==> src/rtl/game_flow_ctrl.sv <==
// Purpose: game-level phase sequencer (title, respawn, play, dying, game-over, win); owns lives.
// Latency: frame tick 3 Clk after frame_clk rise; outputs registered, 1 Clk after the deciding cycle.
// Backpressure: none; phases advance only on frame ticks or start-key edges, inputs never stalled.
//
// Ports:
//   Clk, Reset_n       system clock, async active-low reset
//   frame_clk          VGA vsync, asynchronous to Clk (synchronised here)
//   keycode[31:0]      four HID keycode bytes; any byte == START_KEY is a start press
//   mario_hit/fell     death causes; latched until the next frame tick
//   bg_step[8:0]       scroll position; >= WIN_STEP wins the level
//   game_on, dead_reset, lives_left, blink, game_over, win, state   registered status/controls
//
// Optional feature macro: GAME_FLOW_INVULN_EN (post-respawn invulnerability window).
module game_flow_ctrl #(
  parameter int         LIVES         = 3,
  parameter int         DEATH_FRAMES  = 60,
  parameter int         WIN_STEP      = 400,
  parameter logic [7:0] START_KEY     = 8'h28,
  parameter int         INVULN_FRAMES = 90
) (
  input  logic        Clk,
  input  logic        Reset_n,
  input  logic        frame_clk,
  input  logic [31:0] keycode,
  input  logic        mario_hit,
  input  logic        mario_fell,
  input  logic [8:0]  bg_step,
  output logic        game_on,
  output logic        dead_reset,
  output logic [1:0]  lives_left,
  output logic        blink,
  output logic        game_over,
  output logic        win,
  output logic [2:0]  state
);

  typedef enum logic [2:0] {
    S_TITLE    = 3'd0,
    S_RESPAWN  = 3'd1,
    S_PLAY     = 3'd2,
    S_DYING    = 3'd3,
    S_GAMEOVER = 3'd4,
    S_WIN      = 3'd5
  } state_t;

  localparam logic [1:0] LIVES_C    = 2'(LIVES);
  localparam logic [7:0] DYING_LAST = 8'(DEATH_FRAMES - 1);
  // One extra bit so a WIN_STEP above the 9-bit range simply never wins.
  localparam logic [9:0] WIN_C      = 10'(WIN_STEP);

  state_t     st, nxt_st;
  logic [1:0] nxt_lives;
  logic [7:0] cnt, nxt_cnt;
  logic       hit_lat, nxt_hit;
  logic       nxt_blink;

  logic fsync1, fsync2, fsync3, tick;
  logic start_hit, start_q, start_edge;
  logic hit_in;

`ifdef GAME_FLOW_INVULN_EN
  localparam logic [15:0] INV_C = 16'(INVULN_FRAMES);
  logic [15:0] inv, nxt_inv;
`endif

  // Frame tick: two-flop synchroniser, third flop for edge history, registered pulse.
  always_ff @(posedge Clk or negedge Reset_n) begin
    if (!Reset_n) begin
      fsync1 <= 1'b0;
      fsync2 <= 1'b0;
      fsync3 <= 1'b0;
      tick   <= 1'b0;
    end else begin
      fsync1 <= frame_clk;
      fsync2 <= fsync1;
      fsync3 <= fsync2;
      tick   <= fsync2 & ~fsync3;
    end
  end

  always_comb begin
    start_hit = 1'b0;
    for (int i = 0; i < 4; i++) begin
      if (keycode[8*i +: 8] == START_KEY) start_hit = 1'b1;
    end
  end

  // Edge, not level: a key held across GAMEOVER/WIN -> TITLE cannot chain restarts.
  always_ff @(posedge Clk or negedge Reset_n) begin
    if (!Reset_n) begin
      start_q    <= 1'b0;
      start_edge <= 1'b0;
    end else begin
      start_q    <= start_hit;
      start_edge <= start_hit & ~start_q;
    end
  end

  assign hit_in = mario_hit | mario_fell;

  always_comb begin
    nxt_st    = st;
    nxt_lives = lives_left;
    nxt_cnt   = cnt;
`ifdef GAME_FLOW_INVULN_EN
    nxt_inv   = inv;
`endif
    case (st)
      S_TITLE: begin
        if (start_edge) begin
          nxt_lives = LIVES_C;
          nxt_st    = S_RESPAWN;
        end
      end
      S_RESPAWN: begin
        if (tick) begin
          nxt_st = S_PLAY;
`ifdef GAME_FLOW_INVULN_EN
          nxt_inv = INV_C;
`endif
        end
      end
      S_PLAY: begin
        if (tick) begin
`ifdef GAME_FLOW_INVULN_EN
          if (inv != 16'd0) nxt_inv = inv - 16'd1;
`endif
          // Win has priority: a simultaneous hit costs no life.
          if ({1'b0, bg_step} >= WIN_C) begin
            nxt_st = S_WIN;
          end else if (hit_lat) begin
            nxt_lives = (lives_left != 2'd0) ? lives_left - 2'd1 : 2'd0;
            nxt_cnt   = 8'd0;
            nxt_st    = S_DYING;
          end
        end
      end
      S_DYING: begin
        if (tick) begin
          if (cnt == DYING_LAST) begin
            nxt_cnt = 8'd0;
            nxt_st  = (lives_left == 2'd0) ? S_GAMEOVER : S_RESPAWN;
          end else begin
            nxt_cnt = cnt + 8'd1;
          end
        end
      end
      S_GAMEOVER, S_WIN: begin
        if (start_edge) nxt_st = S_TITLE;
      end
      default: nxt_st = S_TITLE;
    endcase

    // Sticky hit: restart from the current-cycle hit on tick or phase change so
    // a pulse landing on that very cycle still counts for the next frame.
    nxt_hit = (tick || (nxt_st != st)) ? hit_in : (hit_lat | hit_in);
`ifdef GAME_FLOW_INVULN_EN
    if (nxt_inv != 16'd0) nxt_hit = 1'b0;
`endif

    nxt_blink = 1'b1;
    if (nxt_st == S_DYING) begin
      nxt_blink = ~nxt_cnt[2];
`ifdef GAME_FLOW_INVULN_EN
    end else if ((nxt_st == S_PLAY) && (nxt_inv != 16'd0)) begin
      nxt_blink = ~nxt_inv[2];
`endif
    end
  end

  // Outputs are decoded from next-state values so they are true registers
  // that switch together with the state register.
  always_ff @(posedge Clk or negedge Reset_n) begin
    if (!Reset_n) begin
      st         <= S_TITLE;
      lives_left <= LIVES_C;
      cnt        <= 8'd0;
      hit_lat    <= 1'b0;
      game_on    <= 1'b0;
      dead_reset <= 1'b0;
      blink      <= 1'b1;
      game_over  <= 1'b0;
      win        <= 1'b0;
`ifdef GAME_FLOW_INVULN_EN
      inv        <= 16'd0;
`endif
    end else begin
      st         <= nxt_st;
      lives_left <= nxt_lives;
      cnt        <= nxt_cnt;
      hit_lat    <= nxt_hit;
      game_on    <= (nxt_st != S_TITLE);
      dead_reset <= (nxt_st == S_RESPAWN);
      blink      <= nxt_blink;
      game_over  <= (nxt_st == S_GAMEOVER);
      win        <= (nxt_st == S_WIN);
`ifdef GAME_FLOW_INVULN_EN
      inv        <= nxt_inv;
`endif
    end
  end

  assign state = st;

endmodule

==> config.mk <==
export PLATFORM = sky130hd
export DESIGN_NAME = game_flow_ctrl
export DESIGN_NICKNAME = d
export VERILOG_FILES = /design/src/rtl/game_flow_ctrl.sv
export SDC_FILE = /design/constraint.sdc
export NUM_CORES = 1
export LEC_CHECK = 0
export ABC_CLOCK_PERIOD_IN_PS = 2700
export CAP_MARGIN = 20
export CORE_MARGIN = 2
export CORE_UTILIZATION = 45
export DETAILED_ROUTE_END_ITERATION = 7
export PLACE_DENSITY = 0.84
export REMOVE_ABC_BUFFERS = 1
export SLEW_MARGIN = 25
export SYNTH_ARGS = -nofsm -noshare
export SYNTH_HDL_FRONTEND = slang
export SYNTH_SLANG_ARGS = --single-unit
==> constraint.sdc <==
create_clock -name Clk -period 2.7 [get_ports Clk]
set_clock_uncertainty 0.1 [all_clocks]
set_input_delay 0.81 -clock Clk [delete_from_list [all_inputs] [get_ports Clk]]
set_output_delay 0.81 -clock Clk [all_outputs]
set_load 0.05 [all_outputs]
==> impl_metrics.csv <==
group,metric,value,unit
timing,drv_slew,0,
synth,ys_seq_area_share,46.7,%
drt,firstDrtPassIters,6,
floorplanning,die_area,3450,µm²
drt,route.detailed.wl_per_inst,14.4,µm
synth,synth-seq-cells,25,
cells_and_area,nets,226,
timing,fin_ws,79.4,ps
synth,synth_compound_area_share,21.2,%
drt,drt_iter0_drc,35,
place,io_buffers,51,
clock_tree,cts_buffers,3,
critical_path,crit_start,"lives_left[1]$_DFFE_PN1P_",
timing,tns,0,ps
run_status,status,"complete, but fails checks",
timing,fin_crit,2620,ps
cells_and_area,diodes,0,
critical_path,r2r-start,"cnt[0]$_DFFE_PN0P_",
critical_path,critPathCaptureType,"output port",
min_path,hold_class,"register to register",
power,peakVddDrop,0.296,mV
cells_and_area,fin_cells,209,
grt,grt_pass1_wl,5130,µm
synth,synth_top_cell_by_area,"dfrtp_1",
clock_tree,insertion_delay,330,ps
cells_and_area,fin_util,67.4,%
synth,ys.flop_type,"dfrtp_1",
synth,synthTopCellsByCount,"dfrtp_1, nand2_1, nor4b_1, nor2_1, nand3_1",
timing,rsz0062_at_grt,"false",
synth,synthAdderAreaFrac,0.928,%
critical_path,crit_type,"register to output port",
cells_and_area,synthToLayoutAreaGrowth,40.3,%
timing,whs,269,ps
drt,ant_nets,0,
grt,gr-total-overflow,0,
synth,synth_warnings,0,
clock_tree,cts.sinks,25,
clock_tree,clockBufferDepth,2,
job,maxCapViolCount,0,
synth,synth_cell_types,51,
synth,synth_edf_count,0,
timing,max_freq,382,MHz
synth,synthMostInstantiatedCell,"dfrtp_1",
grt,track_usage,19.5,%
grt,grt_pass1_vias,1326,
floorplanning,die_x,58.7,µm
timing,fin_crit_sh,97.1,%
clock_tree,path_clk_slew,140,ps
clock_tree,root_buffer,"clkbuf_4",
synth,yosys.area_share.xor_xnor,0.649,%
clock_tree,holdBufCountCts,0,
drt,wirelength,3010,µm
synth,synthCells,126,
cells_and_area,num-fill-cells,231,
synth,synth.mux.area_fraction,1.58,%
synth,yosys.area_share.simple,23.4,%
clock_tree,cts_resized,0,
synth,syn_area,1350,µm²
floorplanning,coreArea,2810,µm²
timing,hold_violations,0,
min_path,hp-start,"fsync1$_DFF_PN0_",
critical_path,cp_max_fo,4,
floorplanning,die_h,58.7,µm
critical_path,cp.required,1790,ps
timing,max_slew_margin,65.8,%
grt,grt_antenna_before_repair,0,
critical_path,worst_setup_path_start_kind,"register",
power,power.density,691,nW/µm²
synth,synthArstFlopShare,100,%
run_status,failed_checks,"design-rule violations",
cells_and_area,layout-drive-gt1-share,12.4,%
critical_path,critical-path-max-stage-delay,820,ps
cells_and_area,largest_reg_flops,8,
critical_path,worstPathArrival,1710,ps
drt,route.detailed.drc,3,
clock_tree,cts_tree,"done",
synth,synth_top_area_share,40.8,%
drt,viasPerCell,5.84,
place,place.gp.congestion,0.801,
place,post-place-ws,155,ps
synth,ys_top_cells_by_area,"dfrtp_1, dfstp_2, nor4b_1",
floorplanning,rows,19,
timing,setup_viol,0,
floorplanning,start_util,48.1,%
power,power_leakage,0.798,nW
synth,avgSynthCellArea,10.7,µm²
place,placed_cells,205,
clock_tree,post_cts_buffers,0,
place,dp_hpwl,2330,µm
synth,synth_top_family_by_area,"simple AND/OR/NAND/NOR gates",
clock_tree,cts.htree.levels,1,
floorplanning,io_pins,56,
drt,vias,1221,
cells_and_area,regMostFlops,"cnt",
critical_path,cpMaxStageDelayCell,"clkdlybuf4s50_1",
grt,grt_start_max_net_pins,26,
critical_path,cp_top_family,"buffers and inverters",
timing,worstMarginPinSlew,512,ps
critical_path,crit_buf_inv,1,
critical_path,crit_chain,"clkdlybuf4s50_1",
==> power breakdown <==
| part | total, mW | switching (mW) | internal (mW) |
|---|---|---|---|
| Clock | 0.173 | 0.117 | 0.0557 |
| Combinational | 0.585 | 0.325 | 0.261 |
| Sequential | 0.549 | 0.0862 | 0.463 |
==> metrics by stage <==
step	area, µm²	total power [mW]
global route	1890	1.39
global placement	1860	1.13
finish	1890	1.31
detailed placement	1860	1.14
CTS	1890	1.31
floorplan	1290	0.917
==> cell type report <==
cell class | count | area (µm²) | area share (%)
clock buffer | 3 | 22.5 | 1.19
clock inverter | 1 | 5.00 | 0.265
inverter | 4 | 15.0 | 0.794
multi-input combinational | 91 | 643 | 34.0
sequential | 25 | 629 | 33.3
tap | 31 | 38.8 | 2.05
timing repair buffer | 54 | 538 | 28.4
==> cell usage in the layout (no fill, tap or decap), types with 2 or more instances in the layout <==
master,netlist,layout
nor4b_1,8,8
nand2_1,13,13
nor2_1,7,7
nor3_1,2,2
o211a_1,2,2
a22o_1,3,3
dfstp_2,3,3
dlymetal6s2s_1,0,2
inv_2,2,2
a31oi_2,2,2
dfrtp_1,22,22
a21o_1,2,2
clkbuf_4,0,3
a21oi_1,5,5
buf_4,0,3
o31a_1,3,3
inv_1,2,2
nand3_1,6,6
clkdlybuf4s50_1,0,49
nor2b_1,3,3
o21ai_1,3,3
==> worst paths after layout <==
path | slack (ps) | endpoint | cells after the start
setup / recovery | 80 | lives_left[1] | 1
hold / removal | 270 | fsync2$_DFF_PN0_ | 0
setup reg to reg | 930 | cnt[2]$_DFF_PN0_ | 5
hold reg to reg | 270 | fsync2$_DFF_PN0_ | 0
max in group asynchronous | 1480 | lives_left[1]$_DFFE_PN1P_ | 2
min in group asynchronous | 720 | cnt[2]$_DFF_PN0_ | 2
==> cells by family (layout without fill, tap and decap cells) <==
family | after synthesis | after routing
AOI/OAI and AO/OA | 35 | 35
adders and majority gates | 1 | 1
buffers and inverters | 10 | 62
muxes | 2 | 2
and+or+nand+nor | 52 | 52
xor gates and xnor gates | 1 | 1
DFF | 25 | 25
==> layer usage <==
metal  up-vias  part of all wire [%]  GRT usage, %
met4         0                   1.4          10.1
met5         -                     0             0
li1        581                     -             -
met1       565                    40          20.8
met3         9                   9.1          5.05
met2        66                    50          34.9
No activity file was read; power rests on OpenSTA's default activity.
